--- src/rtl/loba3_seq.sv ---
// Sequential LOBA approximate multiplier: splits each operand into two leading-one
// windows and accumulates the nonzero window products through one shared WxW multiplier.
module loba3_seq #(
  parameter int unsigned N = 16,
  parameter int unsigned W = 4
) (
  input  logic           clk,
  input  logic           rst,
  input  logic           in_valid,
  output logic           in_ready,
  input  logic [N-1:0]   A,
  input  logic [N-1:0]   B,
  output logic           out_valid,
  input  logic           out_ready,
  output logic [2*N-1:0] P,
  output logic [2:0]     terms,
  output logic           busy
);

  localparam int unsigned SW = $clog2(N) + 1;

  typedef enum logic [1:0] {IDLE, SPLIT, MAC, DONE} state_t;

  state_t state, state_next;

  logic [N-1:0]   a_reg, b_reg;
  logic [W-1:0]   ah_r, al_r, bh_r, bl_r;
  logic [SW-1:0]  sah_r, sal_r, sbh_r, sbl_r;
  logic [3:0]     pend;
  logic [2*N-1:0] acc;
  logic [2:0]     term_cnt;

  // Returns {shift, mantissa} of the W-bit window starting at the leading one of x.
  function automatic logic [SW+W-1:0] win(input logic [N-1:0] x);
    int unsigned k;
    logic [SW-1:0] s;
    k = 0;
    for (int unsigned i = 0; i < N; i++) begin
      if (x[i]) k = i;
    end
    s = (k >= W - 1) ? SW'(k - (W - 1)) : '0;
    return {s, W'(x >> s)};
  endfunction

  logic [W-1:0]  ah_c, al_c, bh_c, bl_c;
  logic [SW-1:0] sah_c, sal_c, sbh_c, sbl_c;
  logic [N-1:0]  ra_c, rb_c;
  logic [3:0]    mask_c;

  always_comb begin
    {sah_c, ah_c} = win(a_reg);
    ra_c          = a_reg - (N'(ah_c) << sah_c);
    {sal_c, al_c} = win(ra_c);
    {sbh_c, bh_c} = win(b_reg);
    rb_c          = b_reg - (N'(bh_c) << sbh_c);
    {sbl_c, bl_c} = win(rb_c);
    mask_c = {(al_c != '0) && (bl_c != '0), (al_c != '0) && (bh_c != '0),
              (ah_c != '0) && (bl_c != '0), (ah_c != '0) && (bh_c != '0)};
  end

  // Term index bit 1 picks the A low window, bit 0 the B low window.
  logic [1:0]     idx;
  logic [3:0]     pend_next;
  logic [W-1:0]   ma, mb;
  logic [SW:0]    sh;
  logic [2*W-1:0] prod;
  logic [2*N-1:0] term;

  always_comb begin
    idx = 2'd3;
    if (pend[0])      idx = 2'd0;
    else if (pend[1]) idx = 2'd1;
    else if (pend[2]) idx = 2'd2;
    pend_next = pend & ~(4'b0001 << idx);
    ma   = idx[1] ? al_r : ah_r;
    mb   = idx[0] ? bl_r : bh_r;
    sh   = (idx[1] ? {1'b0, sal_r} : {1'b0, sah_r}) + (idx[0] ? {1'b0, sbl_r} : {1'b0, sbh_r});
    prod = (2*W)'(ma) * (2*W)'(mb);
    term = (2*N)'(prod) << sh;
  end

  always_ff @(posedge clk) begin
    if (rst) state <= IDLE;
    else     state <= state_next;
  end

  always_comb begin
    state_next = state;
    case (state)
      IDLE:    if (in_valid) state_next = SPLIT;
      SPLIT:   state_next = (mask_c == '0) ? DONE : MAC;
      MAC:     if (pend_next == '0) state_next = DONE;
      DONE:    if (out_ready) state_next = IDLE;
      default: state_next = IDLE;
    endcase
  end

  always_ff @(posedge clk) begin
    if (rst) begin
      a_reg    <= '0;
      b_reg    <= '0;
      ah_r     <= '0;
      al_r     <= '0;
      bh_r     <= '0;
      bl_r     <= '0;
      sah_r    <= '0;
      sal_r    <= '0;
      sbh_r    <= '0;
      sbl_r    <= '0;
      pend     <= '0;
      acc      <= '0;
      term_cnt <= '0;
    end else begin
      case (state)
        IDLE: begin
          if (in_valid) begin
            a_reg <= A;
            b_reg <= B;
          end
        end
        SPLIT: begin
          ah_r     <= ah_c;
          al_r     <= al_c;
          bh_r     <= bh_c;
          bl_r     <= bl_c;
          sah_r    <= sah_c;
          sal_r    <= sal_c;
          sbh_r    <= sbh_c;
          sbl_r    <= sbl_c;
          pend     <= mask_c;
          acc      <= '0;
          term_cnt <= '0;
        end
        MAC: begin
          acc      <= acc + term;
          term_cnt <= term_cnt + 3'd1;
          pend     <= pend_next;
        end
        default: ;
      endcase
    end
  end

  assign in_ready  = (state == IDLE);
  assign out_valid = (state == DONE);
  assign busy      = (state != IDLE);
  assign P         = acc;
  assign terms     = term_cnt;

endmodule

--- config.mk ---
export PLATFORM = sky130hd
export DESIGN_NAME = loba3_seq
export DESIGN_NICKNAME = d
export VERILOG_FILES = /design/src/rtl/loba3_seq.sv
export SDC_FILE = /design/constraint.sdc
export NUM_CORES = 1
export LEC_CHECK = 0
export ABC_AREA = 1
export CORE_ASPECT_RATIO = 1.1
export CORE_MARGIN = 2
export CORE_UTILIZATION = 30
export CTS_BUF_LIST = sky130_fd_sc_hd__clkbuf_2 sky130_fd_sc_hd__clkbuf_4 sky130_fd_sc_hd__clkbuf_8
export DETAILED_ROUTE_END_ITERATION = 7
export HOLD_SLACK_MARGIN = 0.1
export REMOVE_ABC_BUFFERS = 1
export SLEW_MARGIN = 20
export SYNTH_ARGS = -nofsm -noshare
export SYNTH_HDL_FRONTEND = slang
export SYNTH_SLANG_ARGS = --single-unit
--- constraint.sdc ---
create_clock -name clk -period 16.2 [get_ports clk]
set_clock_uncertainty 0.05 [all_clocks]
set_input_delay 3.24 -clock clk [delete_from_list [all_inputs] [get_ports clk]]
set_output_delay 3.24 -clock clk [all_outputs]
set_load 0.05 [all_outputs]
## Word level (Yosys, flattened, before mapping)

Index checks and enable logic that the tools add are counted.

| word-level totals | value |
|---|---|
| register bits after elaboration | 109 |
| input bits | 36 |
| output and inout port bits | 38 |
| word-level logic and storage cells | 138 |

| operators by class | value |
|---|---|
| $add $sub $neg | 9 |
| $mul | 1 |
| magnitude comparators | 4 |
| equal/unequal tests | 6 |
| shift operators | 8 |
| muxes and demuxes | 79 |
| bitwise operators | 2 |
| reduce and logical (&&, ||, !) cells | 15 |

Operator list:

| operator | number |
|---|---|
| $mux 32 | 56 |
| $ge 32x2->1 const B | 4 |
| $pmux 32 s2 | 1 |
| $shr 16x5->4 | 4 |
| $add 32x32->32 | 1 |
| $shl 4x5->16 | 2 |
| $shl 8x6->32 | 1 |
| $sub 16x16->16 | 2 |
| $mux 5 | 6 |
| $sub 5x2->5 const B | 4 |
| $reduce_bool 4->1 | 4 |
| $mux 2 | 5 |
| $logic_not 4->1 | 2 |
| $mul 4x4->8 | 1 |
| $mux 4 | 2 |
| $pmux 2 s4 | 1 |
| $pmux 4 s2 | 1 |
| $add 5x5->6 | 1 |
| $mux 1 | 6 |
| $pmux 3 s2 | 1 |
| $and 4x4->4 | 1 |
| $eq 2x2->1 const B | 2 |
| $logic_and 1x1->1 | 4 |
| $ne 2x2->1 const B | 2 |
| 9 further kinds | 10 |

## Depth between registers and ports, before layout

| logic depth | value |
|---|---|
| depth in word-level cells | 43 |
| depth in mapped cells | 71 |
| gate-level depth less buffers | 71 |

## Worst setup path before layout

Ideal clock, no wire load.

| timing | value |
|---|---|
| path type | register to register |
| start point | register pend[0] |
| end point | register acc[31], in the netlist P[31] |
| library setup time | 0.132 ns |
| arrival | 6.497 ns |
| data required time | 16.018 ns |
| setup slack | 9.521 ns |
| cell stages (with the launch flop) | 44 |
| buffers on the path | 1 |
| clock period less this slack | 6.679 ns |
| cell sequence | dfxtp_1 > nor2_1 > clkbuf_1 > nand2_1 > o21ai_0 > nand2_1 > fa_1 > fa_1 > inv_1 > ha_1 > a21oi_1 > o21bai_1 > a21o_1 > a21oi_1 > xor2_1 > nor2_1 > o21ai_0 > nand2_1 > (+8 left out) > a21oi_1 > nor2_1 > o21ai_0 > nand2_1 > nand2_1 > nand2_1 > a21oi_1 > o21ai_0 > inv_1 > o21a_1 > o21ai_0 > a21boi_0 > o21ai_0 > nand2_1 > o21ai_0 > a21oi_1 > o21ai_0 > a21oi_1 |

| on the way | value |
|---|---|
| word-level cells in the longest chain between the ends | 6 |
| elaborated cells between the ends (all ways) | 10 |
| those cells by class | 2 x add/sub; 1 x mul; 1 x shift; 6 x mux |

RTL lines:

| item | line | source |
|---|---|---|
| from (decl) | 29 | `logic [3:0] pend;` |
| from (signal assigned) | 130 | `pend <= mask_c;` |
| from (signal assigned) | 137 | `pend <= pend_next;` |
| $mux 2 * | 71 | `if (pend[0]) idx = 2'd0;` |
| $mux 4 (tied with other cells) | 75 | `ma = idx[1] ? al_r : ah_r;` |
| $mul 4x4->8 or $add 5x5->6 (tied branches) | 78, 77 |  |
| $shl 8x6->32 * | 79 | `term = (2*N)'(prod) << sh;` |
| $add 32x32->32 * | 135 | `acc <= acc + term;` |
| $pmux 32 s2 * | 114 | `case (state)` |
| to (signal assigned) | 135 |  |
| to (decl) | 30 | `logic [2*N-1:0] acc;` |

Every way passes the cells marked *; elsewhere a longest branch is shown, timed or not.
A chain may end at the register's enable or synchronous reset.

## Final worst setup path

| timing | value |
|---|---|
| start point | register b_reg[2] |
| end point | register state[0] |

| on the way | value |
|---|---|
| word-level cells in the longest chain between the ends | 42 |
| elaborated cells between the ends (all ways) | 48 |
| those cells by class | 3 x add/sub; 2 x order compare; 3 x shift; 33 x mux; 7 x reduce/logical |

RTL lines:

| item | line | source |
|---|---|---|
| from (decl) | 26 | `logic [N-1:0] a_reg, b_reg;` |
| from (signal assigned) | 101 | `b_reg <= '0;` |
| from (signal assigned) | 118 | `b_reg <= B;` |
| $mux 32 (14 in series) | 39 | `if (x[i]) k = i;` |
| $ge 32x2->1 or $sub 5x2->5 (tied branches) | 41 | `s = (k >= W - 1) ? SW'(k - (W - 1)) : '0;` |
| $mux 5 | 41 |  |
| $shr 16x5->4 | 42 | `return {s, W'(x >> s)};` |
| $shl 4x5->16 | 55 | `rb_c = b_reg - (N'(bh_c) << sbh_c);` |
| $sub 16x16->16 | 55 |  |
| $mux 1 | 39 |  |
| $mux 32 (14 in series) | 39 |  |
| $ge 32x2->1 or $sub 5x2->5 (tied branches) | 41 |  |
| $mux 5 | 41 |  |
| $shr 16x5->4 | 42 |  |
| $reduce_bool 4->1 | 57, 58 |  |
| $logic_and 1x1->1 (on tied branches) | 58, 57 |  |
| $logic_not 4->1 * | 91 | `SPLIT: state_next = (mask_c == '0) ? DONE : MAC;` |
| $mux 1 * | 91 |  |
| $pmux 2 s4 * | 89 | `case (state)` |
| to (signal assigned) | 84 | `else state <= state_next;` |
| to (decl) | 24 | `state_t state, state_next;` |

Marked as above.

==> flow_summary.ini <==
[synth]
yosysMostFrequentCell = nand2_1
yosys_warnings = 0
synth_enable_flop_cells = 0
synth_top_flop_cell = dfxtp_1
syn_inst = 1845
synth_cell_types = 58
yosysTopAreaCellShare = 0.194
ys_ff_latch = 109
yosys-top-cells-count = nand2_1, nand3_1, inv_1
yosysSeqAreaShare = 0.194
async_reset_ff_frac = 0
yosysTopAreaCell = dfxtp_1
synth_area_sq_um = 11200
netlist_top_cells_area = dfxtp_1, nand2_1, nand3_1
synth_area_per_cell_sq_um = 6.08

[hold_path]
hold_path.class = flip-flop to flip-flop
min_from = sah_r[4]$_SDFFE_PP0P_

[drt]
vias_per_cell = 5.03
ant_nets = 0
drc = 0
first_pass_iters = 8
vias = 11900
dr.first_iter.drc_count = 767
post_drt_wl_per_cell_um = 13.7
wirelength_mm = 32.4

[worst_setup_path]
endpoint_kind = flip-flop
path_class = flip-flop to flip-flop
arrival_ps = 8930
crit_fanout = 22
startpoint_type = flip-flop
r2r-start = b_reg[2]$_SDFFE_PP0P_
crit_top_cell = nand2_1
slowest_delay_ps = 480
critPathSlowestCell = inv_1
worst-endpoint-required_ps = 16520
crit_start = b_reg[2]$_SDFFE_PP0P_

[final_layout]
fin_util = 0.336
drive_gt1_frac = 0.0498
register_area_sq_um = 2180
multiInputGateArea_sq_um = 7840
insertedDiodeCount = 0
final_nets = 1994
area_growth_pct = 10.7
fin_cells = 2362
largest_register_ffs = 32
fillers = 4123

[sta]
slew_viol_final = 0
finalSetupViolations = 0
fmax_ghz = 0.116
post-route-period-util = 0.532
finalCriticalPeriod_ps = 8610
maxSlewHeadroom = 0.312
hold_violations = 0
rsz0062_at_grt = no
worst_pin_slew_ps = 1030
tns_ps = 0

[clock_tree]
h-tree-depth = 3
cts_buffers = 9
ctsHoldBuffers = 0
cts_setup_buffers = 0
cts_tree = yes
cts_root_buf = clkbuf_8
clk_pin_slew_ps = 120
clk_latency_ps = 420
post_cts_resize_count = 0
cts_buffer_depth = 2
clock_sinks = 109

[global_route]
met2_usage = 0.295
overflow = 0
grt_max_degree = 65
met1_usage = 0.211
grt_pass1_wl_mm = 53.8
grt_most_used_layer = met2
grt_util_all_layers = 0.166
grtUsageMet3 = 0.0215
grt_pass1_vias = 11100
antenna_found_initial = 0

[floorplan]
rows = 74
pin_count = 74
fp.dieH_um = 207
die_area_sq_um = 39000
core_sq_um = 37000
start_util = 0.303
fp.dieW_um = 188

[placed_design]
hpwlAfterDp_mm = 25.2
place_congestion = 0.896
port_buffers = 73
dp.cells = 2346

[job]
maxCapViolCount = 0

[status]
status = finished clean
metal layers:
metal	share of wire	up-vias
li1	-	6221
met3	0.044	48
met5	0	-
met1	0.47	5323
met2	0.47	290
met4	0.021	0
cell type report:
cell class	count	area share
well taps	494	0.0497
multi-input cells	1445	0.631
repair buffers	81	0.0636
inverters	217	0.0658
clock buffers	9	0.00996
flip-flops and latches	109	0.176
clock inverters	7	0.00463
final timing paths:
path | endpoint | slack, ps | depth (start not counted)
max | state[0]$_SDFFE_PP0P_ | 7590 | 64
min reg2reg | sah_r[4]$_SDFFE_PP0P_ | 400 | 2
max reg2reg | state[0]$_SDFFE_PP0P_ | 7590 | 64
min | sah_r[4]$_SDFFE_PP0P_ | 400 | 2
critical path, delay by kind of cell, from the launching register on:
family          cells  cell delay, ps
simple gates       41            4000
buf+inv             9            1420
flops               1             400
compound gates     11            1820
fa+ha+maj           3             880
cell families after synthesis:
kind of cell / after synthesis / synth area share
flip-flops: 109 / 0.194
AO/OA/AOI/OAI: 409 / 0.201
buffers and inverters: 291 / 0.108
XOR/XNOR: 31 / 0.0242
multiplexers: 2 / 0.00178
AND/OR/NAND/NOR: 908 / 0.359
adder cells (fa/ha/maj): 95 / 0.111
metrics by stage:
step / worst slack [ps] / area [sq um] / hold slack [ps]
floorplan: 8670 / 10800 / 360
global placement: 7780 / 12200 / 373
detailed placement: 7680 / 12200 / 379
CTS: 7640 / 12400 / 397
global route: 6530 / 12400 / 409
finish: 7590 / 12400 / 397
layout by cell type, fill, tap and decap left out, drive strengths merged, types with 5 or more instances in the layout:
master / instances
nand2: 473
nand3: 248
inv: 213
o21ai: 169
a21oi: 163
nor2: 138
dfxtp: 109
ha: 87
clkdlybuf4s50: 73
nand4: 31
xor2: 23
o22ai: 20
a31oi: 11
clkbuf: 9
a211oi: 9
clkinv: 9
o21a: 8
nor3: 8
xnor2: 8
fa: 8
buf: 8
a21o: 6
o21bai: 5
o31ai: 5
Power is left out: the tool's default activity adds up to more than one toggle a clock period on the data nets, which glitch-free logic cannot reach.
